<file path="config.mk">
export PLATFORM = sky130hd
export DESIGN_NAME = alu_chain_ctrl_flat
export DESIGN_NICKNAME = d
export VERILOG_FILES = /design/src/rtl/alu_chain_ctrl_if.sv /design/src/rtl/alu_chain_ctrl.sv /design/src/flat_wrapper.sv
export SDC_FILE = /design/constraint.sdc
export NUM_CORES = 1
export LEC_CHECK = 0
export BUFFER_PORTS_ARGS = -buffer_cell sky130_fd_sc_hd__buf_2
export CORE_UTILIZATION = 25
export DETAILED_ROUTE_END_ITERATION = 7
export HOLD_SLACK_MARGIN = 0.05
export PLACE_DENSITY_LB_ADDON = 0.2
export SETUP_SLACK_MARGIN = 0.5
export SLEW_MARGIN = 10
export SYNTH_ARGS = -nofsm -noshare
export SYNTH_HDL_FRONTEND = slang
export SYNTH_SLANG_ARGS = --single-unit
export TNS_END_PERCENT = 20
</file>
<file path="constraint.sdc">
create_clock -name clk -period 3.8 [get_ports clk]
set_clock_uncertainty 0.1 [all_clocks]
set_input_delay 0.95 -clock clk [delete_from_list [all_inputs] [get_ports clk]]
set_output_delay 0.95 -clock clk [all_outputs]
set_load 0.02 [all_outputs]
</file>
<file path="src/rtl/alu_chain_ctrl_if.sv">
// Command / ALU / result bus of the multi-nibble ALU sequencer.
// master = environment side (command source, ALU, result sink); slave = sequencer.
interface alu_chain_ctrl_if #(
    parameter int W = 16
);
    logic         cmd_valid;
    logic         cmd_ready;
    logic [W-1:0] cmd_a;
    logic [W-1:0] cmd_b;
    logic [2:0]   cmd_s;
    logic         cmd_cin;
    logic         cmd_chain;

    logic [3:0]   alu_a;
    logic [3:0]   alu_b;
    logic [2:0]   alu_s;
    logic         alu_cin;
    logic [3:0]   alu_f;
    logic         alu_cout;

    logic         res_valid;
    logic         res_ready;
    logic [W-1:0] res_f;
    logic         res_cout;
    logic         res_zero;

    modport master (
        output cmd_valid, cmd_a, cmd_b, cmd_s, cmd_cin, cmd_chain,
        output alu_f, alu_cout, res_ready,
        input  cmd_ready, alu_a, alu_b, alu_s, alu_cin,
        input  res_valid, res_f, res_cout, res_zero
    );

    modport slave (
        input  cmd_valid, cmd_a, cmd_b, cmd_s, cmd_cin, cmd_chain,
        input  alu_f, alu_cout, res_ready,
        output cmd_ready, alu_a, alu_b, alu_s, alu_cin,
        output res_valid, res_f, res_cout, res_zero
    );
endinterface

</file>
<file path="src/rtl/alu_chain_ctrl.sv">
// Sequences a wide command through a 4-bit ALU one nibble at a time (LSB first),
// optionally rippling carry between nibbles, and assembles the wide result.
module alu_chain_ctrl #(
    parameter int NIBBLES = 4,
    parameter int ALU_LAT = 1
) (
    input logic             clk,
    input logic             reset,
    alu_chain_ctrl_if.slave bus
);
    localparam int KW = (NIBBLES > 1) ? $clog2(NIBBLES) : 1;
    localparam int CW = 2;
    localparam logic [KW-1:0] K_LAST = KW'(NIBBLES - 1);
    localparam logic [CW-1:0] C_LAST = CW'(ALU_LAT);

    typedef enum logic [1:0] {IDLE = 2'd0, EXEC = 2'd1, DONE = 2'd2} state_t;

    typedef struct packed {
        logic [NIBBLES-1:0][3:0] a;
        logic [NIBBLES-1:0][3:0] b;
        logic                    cin;
        logic                    chain;
    } cmd_t;

    state_t                  state, state_nxt;
    cmd_t                    cmd_q;
    logic [KW-1:0]           k, k_inc;
    logic [CW-1:0]           cnt;
    logic [NIBBLES-1:0][3:0] res_q, res_nxt;
    logic                    res_cout_q, res_zero_q;
    logic [3:0]              alu_a_q, alu_b_q, nxt_a, nxt_b;
    logic [2:0]              alu_s_q;
    logic                    alu_cin_q;
    logic                    accept, capture, last;

    always_ff @(posedge clk or negedge reset) begin
        if (!reset) state <= IDLE;
        else        state <= state_nxt;
    end

    always_comb begin
        state_nxt     = state;
        bus.cmd_ready = 1'b0;
        bus.res_valid = 1'b0;
        accept        = 1'b0;
        capture       = 1'b0;
        case (state)
            IDLE: begin
                bus.cmd_ready = 1'b1;
                if (bus.cmd_valid) begin
                    accept    = 1'b1;
                    state_nxt = EXEC;
                end
            end
            EXEC: begin
                if (cnt == C_LAST) begin
                    capture = 1'b1;
                    if (last) state_nxt = DONE;
                end
            end
            DONE: begin
                bus.res_valid = 1'b1;
                if (bus.res_ready) state_nxt = IDLE;
            end
            default: state_nxt = IDLE;
        endcase
    end

    assign last  = (k == K_LAST);
    assign k_inc = last ? k : k + 1'b1;

    // Operand nibble for the next issue, picked from the latched command.
    always_comb begin
        nxt_a = '0;
        nxt_b = '0;
        for (int i = 0; i < NIBBLES; i++) begin
            if (KW'(i) == k_inc) begin
                nxt_a = cmd_q.a[i];
                nxt_b = cmd_q.b[i];
            end
        end
    end

    for (genvar i = 0; i < NIBBLES; i++) begin : g_nib
        assign res_nxt[i] = (capture && k == KW'(i)) ? bus.alu_f : res_q[i];
    end

    always_ff @(posedge clk or negedge reset) begin
        if (!reset) begin
            cmd_q      <= '0;
            k          <= '0;
            cnt        <= '0;
            res_q      <= '0;
            res_cout_q <= 1'b0;
            res_zero_q <= 1'b0;
            alu_a_q    <= '0;
            alu_b_q    <= '0;
            alu_s_q    <= '0;
            alu_cin_q  <= 1'b0;
        end else if (accept) begin
            cmd_q.a     <= bus.cmd_a;
            cmd_q.b     <= bus.cmd_b;
            cmd_q.cin   <= bus.cmd_cin;
            cmd_q.chain <= bus.cmd_chain;
            alu_a_q     <= bus.cmd_a[3:0];
            alu_b_q     <= bus.cmd_b[3:0];
            alu_s_q     <= bus.cmd_s;
            alu_cin_q   <= bus.cmd_cin;
            k           <= '0;
            cnt         <= '0;
        end else if (state == EXEC) begin
            if (capture) begin
                res_q <= res_nxt;
                cnt   <= '0;
                if (last) begin
                    res_cout_q <= bus.alu_cout;
                    // Zero flag judged on the fully assembled word, including this nibble.
                    res_zero_q <= (res_nxt == '0);
                end else begin
                    k         <= k_inc;
                    alu_a_q   <= nxt_a;
                    alu_b_q   <= nxt_b;
                    alu_cin_q <= cmd_q.chain ? bus.alu_cout : cmd_q.cin;
                end
            end else begin
                cnt <= cnt + 1'b1;
            end
        end
    end

    assign bus.alu_a    = alu_a_q;
    assign bus.alu_b    = alu_b_q;
    assign bus.alu_s    = alu_s_q;
    assign bus.alu_cin  = alu_cin_q;
    assign bus.res_f    = res_q;
    assign bus.res_cout = res_cout_q;
    assign bus.res_zero = res_zero_q;
endmodule

</file>
<file path="src/flat_wrapper.sv">
// flat-port wrapper written by rule: the top's interface ports become plain ports
module alu_chain_ctrl_flat 
#(
    parameter int NIBBLES = 4,
    parameter int ALU_LAT = 1
)
  (clk, reset, bus_cmd_valid, bus_cmd_a, bus_cmd_b, bus_cmd_s, bus_cmd_cin, bus_cmd_chain, bus_alu_f, bus_alu_cout, bus_res_ready, bus_cmd_ready, bus_alu_a, bus_alu_b, bus_alu_s, bus_alu_cin, bus_res_valid, bus_res_f, bus_res_cout, bus_res_zero);
  alu_chain_ctrl_if #(.W((4 * NIBBLES))) bus_i ();
  input logic clk;
  input logic reset;
  input wire logic [$bits(bus_i.cmd_valid)-1:0] bus_cmd_valid;
  input wire logic [$bits(bus_i.cmd_a)-1:0] bus_cmd_a;
  input wire logic [$bits(bus_i.cmd_b)-1:0] bus_cmd_b;
  input wire logic [$bits(bus_i.cmd_s)-1:0] bus_cmd_s;
  input wire logic [$bits(bus_i.cmd_cin)-1:0] bus_cmd_cin;
  input wire logic [$bits(bus_i.cmd_chain)-1:0] bus_cmd_chain;
  input wire logic [$bits(bus_i.alu_f)-1:0] bus_alu_f;
  input wire logic [$bits(bus_i.alu_cout)-1:0] bus_alu_cout;
  input wire logic [$bits(bus_i.res_ready)-1:0] bus_res_ready;
  output wire logic [$bits(bus_i.cmd_ready)-1:0] bus_cmd_ready;
  output wire logic [$bits(bus_i.alu_a)-1:0] bus_alu_a;
  output wire logic [$bits(bus_i.alu_b)-1:0] bus_alu_b;
  output wire logic [$bits(bus_i.alu_s)-1:0] bus_alu_s;
  output wire logic [$bits(bus_i.alu_cin)-1:0] bus_alu_cin;
  output wire logic [$bits(bus_i.res_valid)-1:0] bus_res_valid;
  output wire logic [$bits(bus_i.res_f)-1:0] bus_res_f;
  output wire logic [$bits(bus_i.res_cout)-1:0] bus_res_cout;
  output wire logic [$bits(bus_i.res_zero)-1:0] bus_res_zero;
  assign bus_i.cmd_valid = bus_cmd_valid;
  assign bus_i.cmd_a = bus_cmd_a;
  assign bus_i.cmd_b = bus_cmd_b;
  assign bus_i.cmd_s = bus_cmd_s;
  assign bus_i.cmd_cin = bus_cmd_cin;
  assign bus_i.cmd_chain = bus_cmd_chain;
  assign bus_i.alu_f = bus_alu_f;
  assign bus_i.alu_cout = bus_alu_cout;
  assign bus_i.res_ready = bus_res_ready;
  assign bus_cmd_ready = bus_i.cmd_ready;
  assign bus_alu_a = bus_i.alu_a;
  assign bus_alu_b = bus_i.alu_b;
  assign bus_alu_s = bus_i.alu_s;
  assign bus_alu_cin = bus_i.alu_cin;
  assign bus_res_valid = bus_i.res_valid;
  assign bus_res_f = bus_i.res_f;
  assign bus_res_cout = bus_i.res_cout;
  assign bus_res_zero = bus_i.res_zero;
  alu_chain_ctrl #(.NIBBLES(NIBBLES), .ALU_LAT(ALU_LAT)) u_core (.clk(clk), .reset(reset), .bus(bus_i));
endmodule
</file>
==> results.yml <==
power:
  p_int_uw: 2050
  power_frac_comb_pct: 36.8
  irDropWorstVdd_uv: 276
  leakagePower_uw: 0.00189
  p_sw_share_pct: 39.0
  power_density_mw_per_mm2: 912
  p_clk_share_pct: 26.1
  p_seq_share_pct: 37.1
  p_switching_uw: 1310
routing:
  avgViaCountPerCell: 4.32
  num_vias: 2236
  wirelength_um: 6850
  routedWlPerCell_um: 13.2
  drtIter0Drc: 75
  ant_nets: 0
  drc: 0
  dr.pass1.iters: 4
logic_synthesis:
  syn_area_per_cell_um2: 9.54
  ys_ff_latch: 62
  syn_nets: 344
  synth_top_area_cell: "dfrtp_1"
  synth_area_mm2: 0.00284
  synthCells: 298
  synthTopCellsByArea: "dfrtp_1, nand2_1, mux2i_1"
  yosysTopAreaCellShare_pct: 54.6
  yosysUniqueCellTypes: 42
  yosysSeqAreaShare_pct: 54.6
  ys_warn_count: 0
timing:
  fin_ws_ps: 1220
  min_period_ps: 2580
  finalMaxSlewViolations: 0
  max_freq_mhz: 388
  period_share_pct: 67.8
  slew_headroom_pct: 29.2
  setup_tns_ps: 0
  setup_violations: 0
  holdWs_ps: 368
  timing_hold_violations_final: 0
  rsz0062_at_grt: "false"
  worst_slew_pin_slew_ps: 1060
floorplanning:
  die_w_um: 109
  rows: 38
  initial_core_util_pct: 26.0
  die_y_um: 109
  coreArea_mm2: 0.0109
  die_area_mm2: 0.0118
  io_pins: 78
clocking:
  cts.clk_slew.worst_paths_ps: 50
  hold_buffers: 0
  cts_resized: 0
  clkLatencyLatePin_ps: 320
  cts-root-buf: "clkbuf_16"
  postCtsSetupBuffers: 0
  clock_sinks: 62
  cts_buffer_depth: 2
  cts-buffers-inserted: 9
  htreeDepth: 3
  cts_tree: "yes"
placement:
  post-place-ws_ps: 1190
  dp_hpwl_um: 4740
  port_buffers: 77
  place.gp.congestion: 0.801
  dpl_cell_area_mm2: 0.00336
hold_path:
  hold_class: "reg -> reg"
  min_path_cells: 2
critical_path:
  crit_fanout: 22
  arrival_ps: 2680
  cp-end-kind: "register"
  cp_slowest_cell: "dfrtp_1"
  critPathRequiredTime_ps: 3900
  critPathKind: "reg -> reg"
  critPathLaunchType: "register"
  crit_chain: "nand2_1 > a21oi_2 > nor3_1 > a221o_1"
  rr_worst_depth: 4
  slowest_delay_ps: 950
global_routing:
  antenna_found_initial: 0
  grt.total_usage_pct: 12.8
  grt_pass1_vias: 2230
  overflow: 0
  grt_pass1_wl_um: 11300
  grt_max_degree: 47
run_status:
  status: "complete, no violations"
final_layout:
  drive_above_1_share_pct: 28.6
  num_antenna_cells: 0
  most-common-layout-cells: "nand2_1, buf_2, dfrtp_1, mux2i_1, o21ai_0"
  regArea_mm2: 0.00155
  final_common_cell: "nand2_1"
  multi_input_area_mm2: 0.00120
  fillers: 1186
  area_delta_synth_final_pct: 29.5
  fin_area_mm2: 0.00368
  final_nets: 419
run:
  maxCapViolCount: 0
## state kept, by name, summed over array words and instances (netlist names)
register,cells
u_core.cmd_q,26
u_core.bus.res_f,16
u_core.bus.alu_a,4
u_core.bus.alu_b,4
u_core.bus.alu_s,3
u_core.cnt,2
u_core.k,2
u_core.state,2
u_core.bus.alu_cin,1
u_core.bus.res_cout,1
u_core.bus.res_zero,1
## power by group through the flow
stage / registers (uW) / logic, uW / clock network (uW)
2_1_floorplan: 1330 / 796 / 0
4_1_cts: 1250 / 1270 / 906
3_3_place_gp: 1260 / 1240 / 0
6_report: 1240 / 1240 / 878
5_1_grt: 1300 / 1400 / 941
3_5_place_dp: 1260 / 1260 / 0
## layer usage
metal | GRT usage [%] | vias to the layer above | part of all wire [%]
met5 | 0 | - | 0
met4 | 5.89 | 0 | 1.7
met3 | 3.05 | 9 | 3.6
met2 | 19.2 | 42 | 46
met1 | 17.5 | 1041 | 49
li1 | - | 1144 | -
## final timing paths
check	start	slack, ps	end
max in group asynchronous	reset	2140	u_core.state[0]
min in group asynchronous	reset	720	u_core.bus.alu_s[0]
worst min-delay path	u_core.bus.res_f[14]	370	u_core.bus.res_f[14]
worst max-delay path	u_core.k[0]	1220	u_core.bus.alu_cin
worst min register to register	u_core.bus.res_f[14]	370	u_core.bus.res_f[14]
worst max register to register	u_core.k[0]	1220	u_core.bus.alu_cin
## worst max-delay path: cells and delay by family (launching register included)
family | cells | cell delay (ps)
simple gates | 2 | 440
compound gates | 2 | 980
flops | 1 | 950
## metrics by stage
step / power (uW) / std cells / util (%)
2_1_floorplan: 2130 / 298 / -
3_3_place_gp: 2500 / 502 / 30.7
3_5_place_dp: 2520 / 502 / 30.7
4_1_cts: 3420 / 518 / 33.7
5_1_grt: 3640 / 518 / 33.7
6_report: 3360 / 518 / 33.7
## cells in the mapped netlist
cell,n
o21a_1,1
a221o_1,1
a21oi_2,1
nor4bb_1,1
o41a_1,1
nor2_1,4
nand3_1,2
a211oi_2,1
mux2_2,3
nand4bb_1,1
nand2_1,124
dfrtp_1,62
a21boi_0,1
xor2_1,1
mux2i_1,17
nor4_1,4
o211a_1,1
mux2_1,8
nor3b_2,1
nand2_2,1
o21ai_0,12
nor3_2,1
o21ai_1,7
or4b_4,1
nor3b_1,1
buf_6,1
or2_1,2
o31ai_2,1
o2111ai_1,1
buf_2,11
o211ai_1,1
o21bai_1,1
a2111oi_1,1
or4_1,1
clkbuf_1,6
inv_1,2
nor3_1,2
a21oi_1,3
nor2b_1,1
a311oi_1,1
nand2b_1,4
or4b_1,1
## area by class of cell
type / instances / share of cell area [%]
inverter: 2 / 0.204
tap: 140 / 4.76
multi-input combinational: 216 / 32.6
clock inverter: 7 / 2.69
timing repair buffer: 82 / 11.5
clock buffer: 9 / 6.12
sequential: 62 / 42.1
## cell families after synthesis
| group | synth area share (%) |
|---|---|
| flip-flops | 54.6 |
| XOR/XNOR | 0.308 |
| multiplexers | 10.3 |
| AND/OR/NAND/NOR | 23.2 |
| AO/OA/AOI/OAI | 8.19 |
| buffers and inverters | 3.39 |
(Power assumes the default switching activity.)
